**src/rtl/alu_seq_mult_if.sv**
```systemverilog
// Operand/result bundle for the iterative multiplier.
// The requester drives start/a/b; the multiplier returns status and product.
interface alu_seq_mult_if #(
  parameter int WIDTH = 64
);
  logic             start;
  logic [WIDTH-1:0] a;
  logic [WIDTH-1:0] b;
  logic             busy;
  logic             done;
  logic [WIDTH-1:0] product_lo;
  logic [WIDTH-1:0] product_hi;

  modport master (
    output start, a, b,
    input  busy, done, product_lo, product_hi
  );

  modport slave (
    input  start, a, b,
    output busy, done, product_lo, product_hi
  );
endinterface

```
**src/rtl/alu_seq_mult.sv**
```systemverilog
// Radix-2 shift-add unsigned multiplier, fixed WIDTH-cycle latency.
// Product halves feed the ALU result mux as MUL (lo) and UMULH (hi).
module alu_seq_mult #(
  parameter int WIDTH = 64
) (
  input logic           clk,
  input logic           reset,
  alu_seq_mult_if.slave bus
);
  localparam int CW = $clog2(WIDTH) + 1;
  localparam int PW = 2 * WIDTH;

  typedef enum logic [1:0] {
    IDLE,
    RUN,
    DONE
  } state_t;

  state_t state;
  state_t state_nx;

  logic [PW-1:0]    acc;
  logic [PW-1:0]    mcand;
  logic [PW-1:0]    addend;
  logic [PW-1:0]    sum;
  logic [WIDTH-1:0] mplier;
  logic [CW-1:0]    count;
  logic [WIDTH-1:0] product_lo;
  logic [WIDTH-1:0] product_hi;
  logic             accept;
  logic             last;

  assign accept = (state != RUN) && bus.start;
  assign last   = (state == RUN) && (count == CW'(WIDTH - 1));
  assign addend = mplier[0] ? mcand : '0;
  // Carry out of this adder is always zero for unsigned operands.
  assign sum    = acc + addend;

  always_ff @(posedge clk) begin
    if (reset) state <= IDLE;
    else       state <= state_nx;
  end

  always_comb begin
    state_nx = state;
    unique case (state)
      IDLE:    if (bus.start) state_nx = RUN;
      RUN:     if (last) state_nx = DONE;
      DONE:    state_nx = bus.start ? RUN : IDLE;
      default: state_nx = IDLE;
    endcase
  end

  always_comb begin
    bus.busy       = (state == RUN);
    bus.done       = (state == DONE);
    bus.product_lo = product_lo;
    bus.product_hi = product_hi;
  end

  always_ff @(posedge clk) begin
    if (reset) begin
      acc        <= '0;
      mcand      <= '0;
      mplier     <= '0;
      count      <= '0;
      product_lo <= '0;
      product_hi <= '0;
    end else if (accept) begin
      acc    <= '0;
      mcand  <= {{WIDTH{1'b0}}, bus.a};
      mplier <= bus.b;
      count  <= '0;
    end else if (state == RUN) begin
      acc    <= sum;
      mcand  <= mcand << 1;
      mplier <= mplier >> 1;
      count  <= count + 1'b1;
      if (last) {product_hi, product_lo} <= sum;
    end
  end
endmodule

```
**src/flat_wrapper.sv**
```systemverilog
// flat-port wrapper written by rule: the top's interface ports become plain ports
module alu_seq_mult_flat 
#(
  parameter int WIDTH = 64
)
  (clk, reset, bus_start, bus_a, bus_b, bus_busy, bus_done, bus_product_lo, bus_product_hi);
  alu_seq_mult_if #(.WIDTH(WIDTH)) bus_i ();
  input logic clk;
  input logic reset;
  input wire logic [$bits(bus_i.start)-1:0] bus_start;
  input wire logic [$bits(bus_i.a)-1:0] bus_a;
  input wire logic [$bits(bus_i.b)-1:0] bus_b;
  output wire logic [$bits(bus_i.busy)-1:0] bus_busy;
  output wire logic [$bits(bus_i.done)-1:0] bus_done;
  output wire logic [$bits(bus_i.product_lo)-1:0] bus_product_lo;
  output wire logic [$bits(bus_i.product_hi)-1:0] bus_product_hi;
  assign bus_i.start = bus_start;
  assign bus_i.a = bus_a;
  assign bus_i.b = bus_b;
  assign bus_busy = bus_i.busy;
  assign bus_done = bus_i.done;
  assign bus_product_lo = bus_i.product_lo;
  assign bus_product_hi = bus_i.product_hi;
  alu_seq_mult #(.WIDTH(WIDTH)) u_core (.clk(clk), .reset(reset), .bus(bus_i));
endmodule
```
**config.mk**
```make
export PLATFORM = sky130hd
export DESIGN_NAME = alu_seq_mult_flat
export DESIGN_NICKNAME = d
export VERILOG_FILES = /design/src/rtl/alu_seq_mult_if.sv /design/src/rtl/alu_seq_mult.sv /design/src/flat_wrapper.sv
export SDC_FILE = /design/constraint.sdc
export NUM_CORES = 1
export LEC_CHECK = 0
export ABC_CLOCK_PERIOD_IN_PS = 3900
export CAP_MARGIN = 5
export CORE_MARGIN = 1.5
export CORE_UTILIZATION = 45
export DETAILED_ROUTE_END_ITERATION = 12
export GPL_TIMING_DRIVEN = 0
export HOLD_SLACK_MARGIN = 0.03
export PLACE_DENSITY_LB_ADDON = 0.08
export SLEW_MARGIN = 20
export SYNTH_ARGS = -nofsm -noshare
export SYNTH_HDL_FRONTEND = slang
export SYNTH_SLANG_ARGS = --single-unit
```
**constraint.sdc**
```tcl
create_clock -name clk -period 3.9 [get_ports clk]
set_input_delay 0.585 -clock clk [delete_from_list [all_inputs] [get_ports clk]]
set_output_delay 0.585 -clock clk [all_outputs]
set_load 0.05 [all_outputs]
```
==> impl_metrics.env <==
export IMPL_holdPathStages=2
export IMPL_synthCells=3498
export IMPL_grt_pass1_wl_um=148000
export IMPL_drtPass1Iterations=6
export IMPL_vdd_drop_max_mv=0.348
export IMPL_cts_sinks=457
export IMPL_met1_usage_pct=41.2
export IMPL_synth_edf_count=0
export IMPL_cp_required_ns=4.44
export IMPL_place_inst=4522
export IMPL_synth_compound_area_share_pct=23.0
export IMPL_postSynthAreaPerCell_um2=7.58
export IMPL_cts_tree="built"
export IMPL_min_from="u_core.bus.product_hi[6]$_SDFFE_PP0P_"
export IMPL_drc=0
export IMPL_clk_latency_ns=0.63
export IMPL_grt_remaining_overflow=0
export IMPL_synth_xor_area_share_pct=4.10
export IMPL_reg2reg_depth=18
export IMPL_vias_per_cell=5.78
export IMPL_drtIter0Drc=1987
export IMPL_rr_endpoint="u_core.bus.product_hi[36]$_SDFFE_PP0P_"
export IMPL_synth_simple_area_share_pct=23.2
export IMPL_cts_made_buffers=50
export IMPL_coreArea_um2=57900
export IMPL_grtUsageMet2_pct=51.4
export IMPL_finalClockSkew_ns=0.0232
export IMPL_clkSlewWorstSetupHoldPaths_ns=0.06
export IMPL_vias=27000
export IMPL_place_area_um2=30100
export IMPL_htreeDepth=2
export IMPL_core_rowCount=88
export IMPL_port_buffers=259
export IMPL_report_final_slew_viol_count=0
export IMPL_fillCellCount=5520
export IMPL_grt_pass1_vias=25800
export IMPL_cpMostUsedCell="buf_4"
export IMPL_final_layout_size_suffix_gt1_share_pct=12.8
export IMPL_antenna_found_initial=1
export IMPL_yosys_warnings=0
export IMPL_ys_flop_type="dfxtp_1"
export IMPL_holdBufCountCts=0
export IMPL_powerDensity_nw_per_um2=323
export IMPL_wl_um=98000
export IMPL_layout_setup_ws_ns=-0.134
export IMPL_cap_violations=0
export IMPL_nets=4118
export IMPL_violations="negative setup slack"
export IMPL_worst_setup_path_start_kind="register"
export IMPL_max_stage_delay_ns=0.40
export IMPL_wl_per_cell_um=21.0
export IMPL_synth_top_area_share_pct=34.5
export IMPL_start_util_pct=45.8
export IMPL_final_common_cell="nand2_1"
export IMPL_relSlewSlack_pct=20.4
export IMPL_grt_total_usage_pct=31.3
export IMPL_worstMarginPinSlew_ns=1.19
export IMPL_area_growth_synth_to_final_pct=29.7
export IMPL_synth_area_um2=26500
export IMPL_stdcell_count=4665
export IMPL_outcome="finished, violations left"
export IMPL_critPathSlowestCell="ha_1"
export IMPL_ant_nets=0
export IMPL_reg2reg_slack_ns=-0.13
export IMPL_synthMuxAreaShare_pct=4.99
export IMPL_rsz0062_at_grt="yes"
export IMPL_ys_seq_elements=457
export IMPL_die_area_um2=60400
export IMPL_min_period_over_period_pct=103
export IMPL_grt_max_degree=20
export IMPL_min_path_type="reg2reg"
export IMPL_gp_congestion=1.02
export IMPL_yosysUniqueCellTypes=77
export IMPL_pre_cts_slack_ns=-1.24
export IMPL_layout_common_cells="nand2_1 (688), dfxtp_1 (456), a21oi_1 (418)"
export IMPL_syn_nets=3758
export IMPL_clockRootBuffer="clkbuf_16"
export IMPL_top_level_ports=261
export IMPL_synth_top_family_by_area="simple AND/OR/NAND/NOR gates"
export IMPL_path_class="reg2reg"
export IMPL_yosys_area_top_type="dfxtp_1"
export IMPL_path_cells="buf_4 > clkbuf_8 > and2_1 > ha_1 > a211oi_4 > o211ai_2 > nand3_2 > a2111oi_4 > buf_4 > o2111ai_4 > buf_6 > a2111oi_4 > buf_4 > nor3_4 > o31ai_4 > xor2_1 > nand2_1 > a21oi_2"
export IMPL_fin_crit_ns=4.03
export IMPL_dpl_hpwl_um=73800
export IMPL_grt_use_met3_pct=3.63
export IMPL_worstSetupEndpointType="register"
export IMPL_top_usage_layer="met2"
export IMPL_synth_area_leaders="dfxtp_1 (35%), nand2_1 (9.9%), a21oi_1 (8.9%)"
export IMPL_dieWidth_um=246
export IMPL_clock_fmax_mhz=248
export IMPL_cts_max_path_buffers=3
export IMPL_crit_fanout=5
export IMPL_synth_adder_area_share_pct=6.12
export IMPL_design_area_um2=34400
export IMPL_power_leakage_uw=0.0127
export IMPL_whs_endpoint="u_core.bus.product_hi[6]$_SDFFE_PP0P_"
export IMPL_critPathArrivalTime_ns=4.58
export IMPL_die_y_um=246
export IMPL_setup_viol_count_final=12
export IMPL_final_hold_violation_count=0
export IMPL_yosysSeqAreaShare_pct=34.5
export IMPL_r2r_start="u_core.mplier[0]$_SDFFE_PP0P_"
export IMPL_async_reset_ff_share_pct=0
## cells in the mapped netlist (5+ instances only)
| master | instances |
|---|---|
| a211o_1 | 5 |
| a211oi_1 | 154 |
| a21boi_0 | 9 |
| a21o_1 | 39 |
| a21oi_1 | 469 |
| a221oi_1 | 6 |
| a22o_1 | 12 |
| a311o_1 | 7 |
| a31oi_1 | 15 |
| and2_1 | 135 |
| and3_1 | 14 |
| and4_1 | 14 |
| buf_1 | 20 |
| buf_2 | 12 |
| clkbuf_1 | 215 |
| dfxtp_1 | 457 |
| ha_1 | 128 |
| inv_1 | 37 |
| mux2i_1 | 132 |
| nand2_1 | 702 |
| nand2b_1 | 18 |
| nand3_1 | 38 |
| nand4_1 | 62 |
| nor2_1 | 278 |
| nor2b_1 | 15 |
| nor3_1 | 35 |
| nor3b_1 | 5 |
| nor4_1 | 19 |
| o211ai_1 | 14 |
| o21a_1 | 21 |
| o21ai_0 | 113 |
| o21ai_1 | 40 |
| o21bai_1 | 31 |
| o22ai_1 | 8 |
| o31ai_1 | 10 |
| or3_1 | 15 |
| or4_1 | 5 |
| xnor2_1 | 65 |
| xor2_1 | 59 |
## cell type report
type | count | area (um2) | area share, %
inverters | 38 | 143 | 0.415
multi-input cells | 2756 | 18100 | 52.7
flip-flops and latches | 457 | 9150 | 26.6
repair buffers | 349 | 3320 | 9.67
diodes | 1 | 2.50 | 0.00728
well taps | 765 | 957 | 2.79
clock buffers | 70 | 1420 | 4.12
plain buffers | 206 | 923 | 2.69
clock inverters | 23 | 353 | 1.03
## state kept, by name (all words and copies together) (netlist names)
signal                 cells
u_core.acc               128
u_core.mcand             128
u_core.bus.product_hi     64
u_core.bus.product_lo     64
u_core.mplier             64
u_core.count               7
u_core.state               2
## worst max-delay path: cells and delay by family (launching register included)
family	cells	cell delay (ns)
buffers and inverters	5	0.87
adder cells (fa/ha/maj)	1	0.40
AND/OR/NAND/NOR	4	0.50
XOR/XNOR	1	0.22
AO/OA/AOI/OAI	7	1.58
flip-flops	1	0.38
## layer usage
metal	up-vias	part of all wire, %	wire [um]
met1	12800	43	42500
li1	13000	-	-
met5	-	0	0
met3	240	5.7	5610
met2	897	46	45100
met4	0	4.8	4710
## how the worst max path moves through the flow
| stage | startpoint | endpoint | slack [ns] | cells after the start |
|---|---|---|---|---|
| after floorplan | u_core.mplier[0]$_SDFFE_PP0P_ | u_core.bus.product_hi[38]$_SDFFE_PP0P_ | 0.04 | 16 |
| after global placement | u_core.mplier[0]$_SDFFE_PP0P_ | u_core.bus.product_hi[38]$_SDFFE_PP0P_ | -1.68 | 16 |
| after detailed placement | u_core.mplier[0]$_SDFFE_PP0P_ | u_core.bus.product_hi[38]$_SDFFE_PP0P_ | -1.24 | 16 |
| after CTS | u_core.mplier[0]$_SDFFE_PP0P_ | u_core.bus.product_hi[40]$_SDFFE_PP0P_ | -0.14 | 16 |
| after global routing | u_core.mplier[0]$_SDFFE_PP0P_ | u_core.bus.product_hi[36]$_SDFFE_PP0P_ | -0.23 | 17 |
| final | u_core.mplier[0]$_SDFFE_PP0P_ | u_core.bus.product_hi[36]$_SDFFE_PP0P_ | -0.13 | 18 |
## cell families after synthesis
kind of cell,after synthesis
and+or+nand+nor,1372
AOI/OAI and AO/OA,999
DFF,457
buffers and inverters,285
muxes,132
adders and majority gates,129
xor gates and xnor gates,124
## timing repair
action                                 CTS  global route
gates cloned                             3             0
setup endpoints to repair              217           108
pin swaps                               70            95
setup buffers                           53            42
endpoints found under the hold margin    0             0
gates resized for setup                223           223
## per-stage QoR
step	TNS, ns	hold slack [ns]	total power (uW)	util (%)
after floorplan	0	0.430	5540	-
after global placement	-209.66	0.442	5970	51.9
after detailed placement	-106.48	0.448	5980	51.9
after global routing	-4.71	0.470	11400	59.3
after CTS	-0.487	0.456	11100	57.3
final	-0.534	0.452	11100	59.3
## report_power, final
group	leakage, uW	internal [uW]	total [uW]	switching, uW
sequential	0.00371	4800	4890	88.6
clock	0.000858	3020	5130	2110
combinational	0.00815	424	1080	660
total	0.0127	8240	11100	2860
Power figures use the tool's default switching activity.
